[config.mk]
export PLATFORM = sky130hd
export DESIGN_NAME = mult_arbiter
export DESIGN_NICKNAME = d
export VERILOG_FILES = /design/src/rtl/mult_arbiter.sv
export SDC_FILE = /design/constraint.sdc
export NUM_CORES = 1
export LEC_CHECK = 0
export BUFFER_PORTS_ARGS = -buffer_cell sky130_fd_sc_hd__buf_4
export CORE_AREA = 3 3 124 126
export DETAILED_ROUTE_END_ITERATION = 12
export DIE_AREA = 0 0 127 129
export MAX_ROUTING_LAYER = met4
export PLACE_DENSITY = 0.59
export SYNTH_ARGS = -nofsm -noshare
export SYNTH_HDL_FRONTEND = slang
export SYNTH_SLANG_ARGS = --single-unit
[constraint.sdc]
create_clock -name clk -period 4.9 [get_ports clk]
set_input_delay 0.98 -clock clk [delete_from_list [all_inputs] [get_ports clk]]
set_output_delay 0.98 -clock clk [all_outputs]
set_load 0.02 [all_outputs]
[src/rtl/mult_arbiter.sv]
// Purpose: round-robin arbiter time-sharing one shift-and-add multiplier among N requesters.
// Latency: accept in cycle t, mult_valid in t+1, rsp_valid no earlier than t+3+multiplier latency.
// Backpressure: one operation in flight; req_ready held low outside IDLE, rsp_valid held until rsp_ready.
//
// Ports:
//   clk, reset        rising-edge clock, synchronous active-high reset
//   req_valid/ready   per-requester request handshake (req_ready one-hot or zero, combinational in IDLE)
//   req_a/req_b       packed signed operands, slice i at [i*WIDTH +: WIDTH]
//   rsp_valid/ready   per-requester result handshake (rsp_valid one-hot or zero)
//   rsp_product       shared 2*WIDTH+1 signed result bus, valid where rsp_valid is high
//   mult_*            interface to the shared multiplier (start pulse, operands, result, ready)
module mult_arbiter #(
  parameter int N     = 4,
  parameter int WIDTH = 18
) (
  input  logic               clk,
  input  logic               reset,
  input  logic [N-1:0]       req_valid,
  output logic [N-1:0]       req_ready,
  input  logic [N*WIDTH-1:0] req_a,
  input  logic [N*WIDTH-1:0] req_b,
  output logic [N-1:0]       rsp_valid,
  input  logic [N-1:0]       rsp_ready,
  output logic [2*WIDTH:0]   rsp_product,
  output logic [WIDTH-1:0]   mult_a,
  output logic [WIDTH-1:0]   mult_b,
  output logic               mult_valid,
  input  logic [2*WIDTH:0]   mult_product,
  input  logic               mult_ready
);

  localparam int GW = $clog2(N);

  typedef enum logic [1:0] {
    IDLE,
    ISSUE,
    WAIT,
    RESP
  } state_t;

  state_t          state;
  logic [GW-1:0]   last_grant;   // also identifies the owner of the in-flight operation
  logic            blank;        // high during the first WAIT cycle, masks a stale mult_ready

  logic [GW-1:0]   grant_next;
  logic            grant_found;
  logic [N-1:0]    grant_oh;
  logic [N-1:0]    last_oh;
  logic [WIDTH-1:0] sel_a;
  logic [WIDTH-1:0] sel_b;

  // Round-robin pick: scan from last_grant+1 upward, wrapping at N-1.
  always_comb begin : rr_pick
    logic [GW-1:0] idx;
    grant_next  = last_grant;
    grant_found = 1'b0;
    idx         = last_grant;
    for (int k = 0; k < N; k++) begin
      idx = (idx == GW'(N - 1)) ? '0 : idx + GW'(1);
      if (!grant_found && req_valid[idx]) begin
        grant_found = 1'b1;
        grant_next  = idx;
      end
    end
  end

  always_comb begin
    grant_oh             = '0;
    grant_oh[grant_next] = 1'b1;
    last_oh              = '0;
    last_oh[last_grant]  = 1'b1;
  end

  // Operand mux for the candidate requester; sampled only in the accept cycle.
  always_comb begin
    sel_a = '0;
    sel_b = '0;
    for (int i = 0; i < N; i++) begin
      if (grant_next == GW'(i)) begin
        sel_a = req_a[i*WIDTH +: WIDTH];
        sel_b = req_b[i*WIDTH +: WIDTH];
      end
    end
  end

  // Accept is combinational so the requester sees it in the same cycle it is chosen;
  // gated by reset so nothing is accepted while the block is being cleared.
  assign req_ready = (state == IDLE && !reset && grant_found) ? grant_oh : '0;

  always_ff @(posedge clk) begin
    if (reset) begin
      state       <= IDLE;
      last_grant  <= GW'(N - 1);
      blank       <= 1'b0;
      mult_valid  <= 1'b0;
      mult_a      <= '0;
      mult_b      <= '0;
      rsp_valid   <= '0;
      rsp_product <= '0;
    end else begin
      case (state)
        IDLE: begin
          if (grant_found) begin
            // Operands go straight into the multiplier-facing registers and stay
            // there untouched until the next accept.
            mult_a     <= sel_a;
            mult_b     <= sel_b;
            last_grant <= grant_next;
            mult_valid <= 1'b1;
            state      <= ISSUE;
          end
        end
        ISSUE: begin
          mult_valid <= 1'b0;
          blank      <= 1'b1;
          state      <= WAIT;
        end
        WAIT: begin
          // A multiplier may not drop ready until a cycle after it samples the
          // start pulse, so the first WAIT cycle never trusts mult_ready.
          if (blank) begin
            blank <= 1'b0;
          end else if (mult_ready) begin
            rsp_product <= mult_product;
            rsp_valid   <= last_oh;
            state       <= RESP;
          end
        end
        RESP: begin
          // Only the owner's rsp_ready completes the handshake.
          if (rsp_ready[last_grant]) begin
            rsp_valid <= '0;
            state     <= IDLE;
          end
        end
        default: begin
          state <= IDLE;
        end
      endcase
    end
  end

  // Interface invariants.
  a_req_ready_onehot: assert property (@(posedge clk) disable iff (reset) $onehot0(req_ready));
  a_rsp_valid_onehot: assert property (@(posedge clk) disable iff (reset) $onehot0(rsp_valid));
  a_mult_valid_pulse: assert property (@(posedge clk) disable iff (reset) mult_valid |=> !mult_valid);
  a_rsp_hold: assert property (@(posedge clk) disable iff (reset)
      (|rsp_valid && !(|(rsp_valid & rsp_ready))) |=>
      (rsp_valid == $past(rsp_valid) && rsp_product == $past(rsp_product)));

endmodule

==> Implementation_results.wiki <==
{| class="wikitable"
! Metric !! Value
|-
| Run status || completed
|-
| Prevailing post-synth register cell || sky130_fd_sc_hd__dfxtp_1
|-
| Origin of the worst min-delay path || rsp_product[25]
|-
| ANT nets after route || 0
|-
| Highest cell delay on the worst timing path || 0.70 ns
|-
| TritonCTS clock tree || done
|-
| Via count of the first global-routing pass || 4,374
|-
| Via total after detailed routing || about 4.3k
|-
| Number of DRC markers in iteration 0 || between 100 and 150
|-
| Maximum number of pins on one net before global-route repair || a little over 70
|-
| Setup Crit Path Kind || reg -> out
|-
| Aggregate global-route resource usage || 17.3%
|-
| Max Used Layer || met4
|-
| Total wire length after detailed routing || ~14,000 um
|-
| First-pass GRT wire length || between 20,000 and 25,000 um
|-
| Setup crit end || req_ready[3]
|-
| Worst path buffer plus inverter count || 3
|-
| Number of rows created at floorplan || 44
|-
| Type of destination of the critical path || output port
|-
| Critical Path Slowest Stage Cell || sky130_fd_sc_hd__a41oi_4
|-
| Worst Path Arrival || roughly 3.1 ns
|-
| Share of flip-flops with an asynchronous set or reset || 0%
|-
| Width of the chip || 127 um
|-
| Worst min-delay path class || reg -> reg
|-
| N_diodes || 0
|-
| End-of-flow core utilization || a little under half
|-
| Fraction of layout cells with a size suffix above 1 || between 40% and 50%
|-
| Final net count || ~900
|-
| Cell chain of the critical path || inv_1, ha_1, nand3b_1, a21oi_1, o21bai_1, a41oi_4, inv_1, nor2_1, buf_4
|-
| Post-CTS Hold Buffers || 0
|-
| Final setup violation count || 0
|-
| Area inside the core boundary || around 14,000 um^2
|-
| Transition time of the tightest slew-check pin || between 1 and 1.5 ns
|-
| Unrepaired setup endpoints after global routing || false
|-
| Hpwl dp || 11,500 um
|-
| Number of ports placed on the die boundary || between 200 and 300
|-
| Maximum clock path buffer count || 2
|-
| RePlAce Congestion || around 0.94
|-
| Max Slew Vio Count || 0
|-
| Number of instances in the synthesized netlist || 442
|-
| Peak supply drop || approximately 0.28 mV
|-
| WL met2 || between 7000 and 8000 um
|-
| Setup TNS after final layout || 0 ns
|-
| R2R setup slack || between 1 and 1.5 ns
|-
| Wire per inst || around 16 um
|-
| Number of post-CTS setup repair buffers || 0
|-
| Count of flip-flops with a built-in enable after synthesis || 0
|-
| Unique masters post-synth || 42
|-
| Kind of launch point of the worst setup path || register
|-
| Antenna violations before repair || 0
|-
| Source of the critical timing path || last_grant[0]
|-
| Syn nets || between 600 and 700
|-
| Number of flip-flops and latches in the synthesized netlist || 83
|-
| Pleak || between 3 and 4 nW
|-
| Total of max-cap violations || 0
|-
| Post-route DRC violation count || 0
|-
| Final critical delay including setup and external delays || between 4 and 5 ns
|-
| Total gr overflow || 0
|-
| Overall die height || around 130 um
|-
| Power Density || roughly 540 nW/um^2
|-
| Number of sinks handled by clock tree synthesis || 83
|-
| Critical path fanouts, max || 17
|-
| WP depth || 9
|-
| Launch instance of the worst register-to-register path || last_grant[0]
|-
| Clock-pin slew of the registers on the worst-case setup and hold paths || around 0.060 ns
|-
| Maximum clock skew at final layout || ~0.005 ns
|-
| Number of I/O port buffers || between 200 and 300
|-
| Family of cells with the greatest summed delay on the critical path || compound AO/OA/AOI/OAI gates
|-
| Maximum clock frequency || about 0.24 GHz
|-
| Post-cts sizing count || 0
|-
| Post-synth design cell area || 4310 um^2
|-
| Die Outline Area || 16,400 um^2
|-
| Data required time at the worst endpoint || 3.92 ns
|-
| Count of warnings emitted by yosys || 0
|-
| CTS Buf Count || 9
|-
| Average footprint of a synthesized cell || 9.75 um^2
|-
| Worst slew slack as a fraction of its limit || 30.2%
|-
| End of the worst register-to-register path || mult_b[6]
|-
| Critical Path Most Common Cell || sky130_fd_sc_hd__inv_1
|-
| Area Growth Syn to Fin || 56.8%
|-
| Effective utilization at floorplan || between 20 and 30%
|-
| Clock H-tree levels || 3
|-
| Part of the Yosys area used for sequential elements || about two fifths
|-
| Met3 Wirelength || between 1000 and 1500 um
|-
| TritonRoute pass-1 iters || 6
|-
| Period utilization || about 84%
|-
| Number of cells on the worst reg-to-reg path || 9
|-
| Root buf cell || sky130_fd_sc_hd__clkbuf_16
|-
| Post-route met1 wirelength || roughly 5600 um
|-
| Count of fill cells added during filler insertion || about 1.4k
|-
| Final hold vios || 0
|-
| Average via count per standard cell || 4.89
|-
| Source-to-sink clock delay at the later pin of the worst-skew pair || approximately 0.32 ns
|}
==> per-stage QoR <==
step | setup WS, ns | total power, mW | cells | cell area, um^2 | hold slack, ns
after detailed placement | 1.07 | 3.10 | 870 | 6490 | 0.448
final | 0.808 | 3.65 | 885 | 6760 | 0.457
after global routing | 0.556 | 3.90 | 885 | 6760 | 0.475
after floorplan | 1.21 | 2.48 | 442 | 4310 | 0.473
after CTS | 0.801 | 3.70 | 885 | 6760 | 0.457
after global placement | 1.09 | 3.07 | 870 | 6490 | 0.442
==> state kept, by name, summed over array words and instances (netlist names) <==
| signal | cells |
|---|---|
| blank | 1 |
| last_grant | 2 |
| mult_a | 18 |
| mult_b | 18 |
| mult_valid | 1 |
| rsp_product | 37 |
| rsp_valid | 4 |
| state | 2 |
==> cell usage in the layout (no fill, tap or decap), drive strengths merged, types with 2 or more instances in the layout <==
cell type / instances
buf: 279
nand2: 94
dfxtp: 83
a21oi: 43
nor2b: 30
mux2i: 29
mux4: 25
a22o: 24
nor2: 20
o221ai: 12
clkbuf: 10
inv: 8
ha: 8
o21ai: 4
clkinv: 4
o21a: 2
o21bai: 2
nor3: 2
a211oi: 2
or2: 2
nor4b: 2
==> worst min path at each step <==
stage,endpoint,slack [ns],depth (start not counted)
floorplan,blank,0.47,2
global placement,rsp_product[25],0.44,2
detailed placement,rsp_product[2],0.45,2
CTS,rsp_product[25],0.46,2
global route,rsp_product[24],0.47,2
finish,rsp_product[25],0.46,2
==> power breakdown <==
part / internal, mW / switching [mW] / total, mW
Sequential: 0.831 / 0.0924 / 0.924
Combinational: 1.06 / 1.07 / 2.13
Clock: 0.338 / 0.258 / 0.596
Total: 2.23 / 1.42 / 3.65
==> per-layer routing <==
metal / global-route usage [%] / up-vias
met5: - / -
met4: 7.26 / 0
met3: 4.77 / 20
met2: 29.3 / 200
met1: 19.2 / 2000
li1: - / 2106
==> logic make-up after synthesis <==
| kind of cell | count (synthesis) | synth area share [%] |
|---|---|---|
| muxes | 54 | 21.8 |
| adders and majority gates | 8 | 2.32 |
| AOI/OAI and AO/OA | 95 | 15.7 |
| and+or+nand+nor | 159 | 16.9 |
| buffers and inverters | 43 | 4.65 |
| DFF | 83 | 38.6 |
==> layout make-up <==
| type | count | area [um^2] | area share [%] |
|---|---|---|---|
| multi-input cells | 316 | 2480 | 36.7 |
| repair buffers | 279 | 2090 | 31.0 |
| flip-flops and latches | 83 | 1660 | 24.6 |
| well taps | 184 | 230 | 3.41 |
| clock buffers | 10 | 229 | 3.39 |
| clock inverters | 5 | 31.3 | 0.463 |
| inverters | 8 | 30.0 | 0.445 |
==> cell usage after synthesis, types with 2 or more instances <==
master                      n  area [um^2]
sky130_fd_sc_hd__a211oi_1   2         15.0
sky130_fd_sc_hd__a21oi_1   42          210
sky130_fd_sc_hd__a22o_1    24          210
sky130_fd_sc_hd__buf_2      7         35.0
sky130_fd_sc_hd__buf_4      2         15.0
sky130_fd_sc_hd__buf_6      3         33.8
sky130_fd_sc_hd__clkbuf_1  23         86.3
sky130_fd_sc_hd__dfxtp_1   83         1660
sky130_fd_sc_hd__ha_1       8          100
sky130_fd_sc_hd__inv_1      8         30.0
sky130_fd_sc_hd__mux2i_1   29          290
sky130_fd_sc_hd__mux4_1    23          604
sky130_fd_sc_hd__mux4_2     2         45.0
sky130_fd_sc_hd__nand2_1   93          349
sky130_fd_sc_hd__nor2_1    20         75.1
sky130_fd_sc_hd__nor2b_1   30          188
sky130_fd_sc_hd__nor3_1     2         10.0
sky130_fd_sc_hd__o21a_1     2         15.0
sky130_fd_sc_hd__o21ai_0    4         20.0
sky130_fd_sc_hd__o21bai_1   2         15.0
sky130_fd_sc_hd__o221ai_1  12          105
==> worst register-to-register path, cell delays in order, from the launching register on <==
cell and delay, ns:
sky130_fd_sc_hd__dfxtp_1 0.46, sky130_fd_sc_hd__inv_1 0.12, sky130_fd_sc_hd__ha_1 0.53, sky130_fd_sc_hd__nand3b_1 0.13, sky130_fd_sc_hd__a21oi_1 0.20, sky130_fd_sc_hd__o21bai_1 0.14
sky130_fd_sc_hd__a41oi_4 0.70, sky130_fd_sc_hd__buf_4 0.42, sky130_fd_sc_hd__mux4_1 0.38, sky130_fd_sc_hd__a22o_1 0.26
Power figures use the tool's default switching activity.
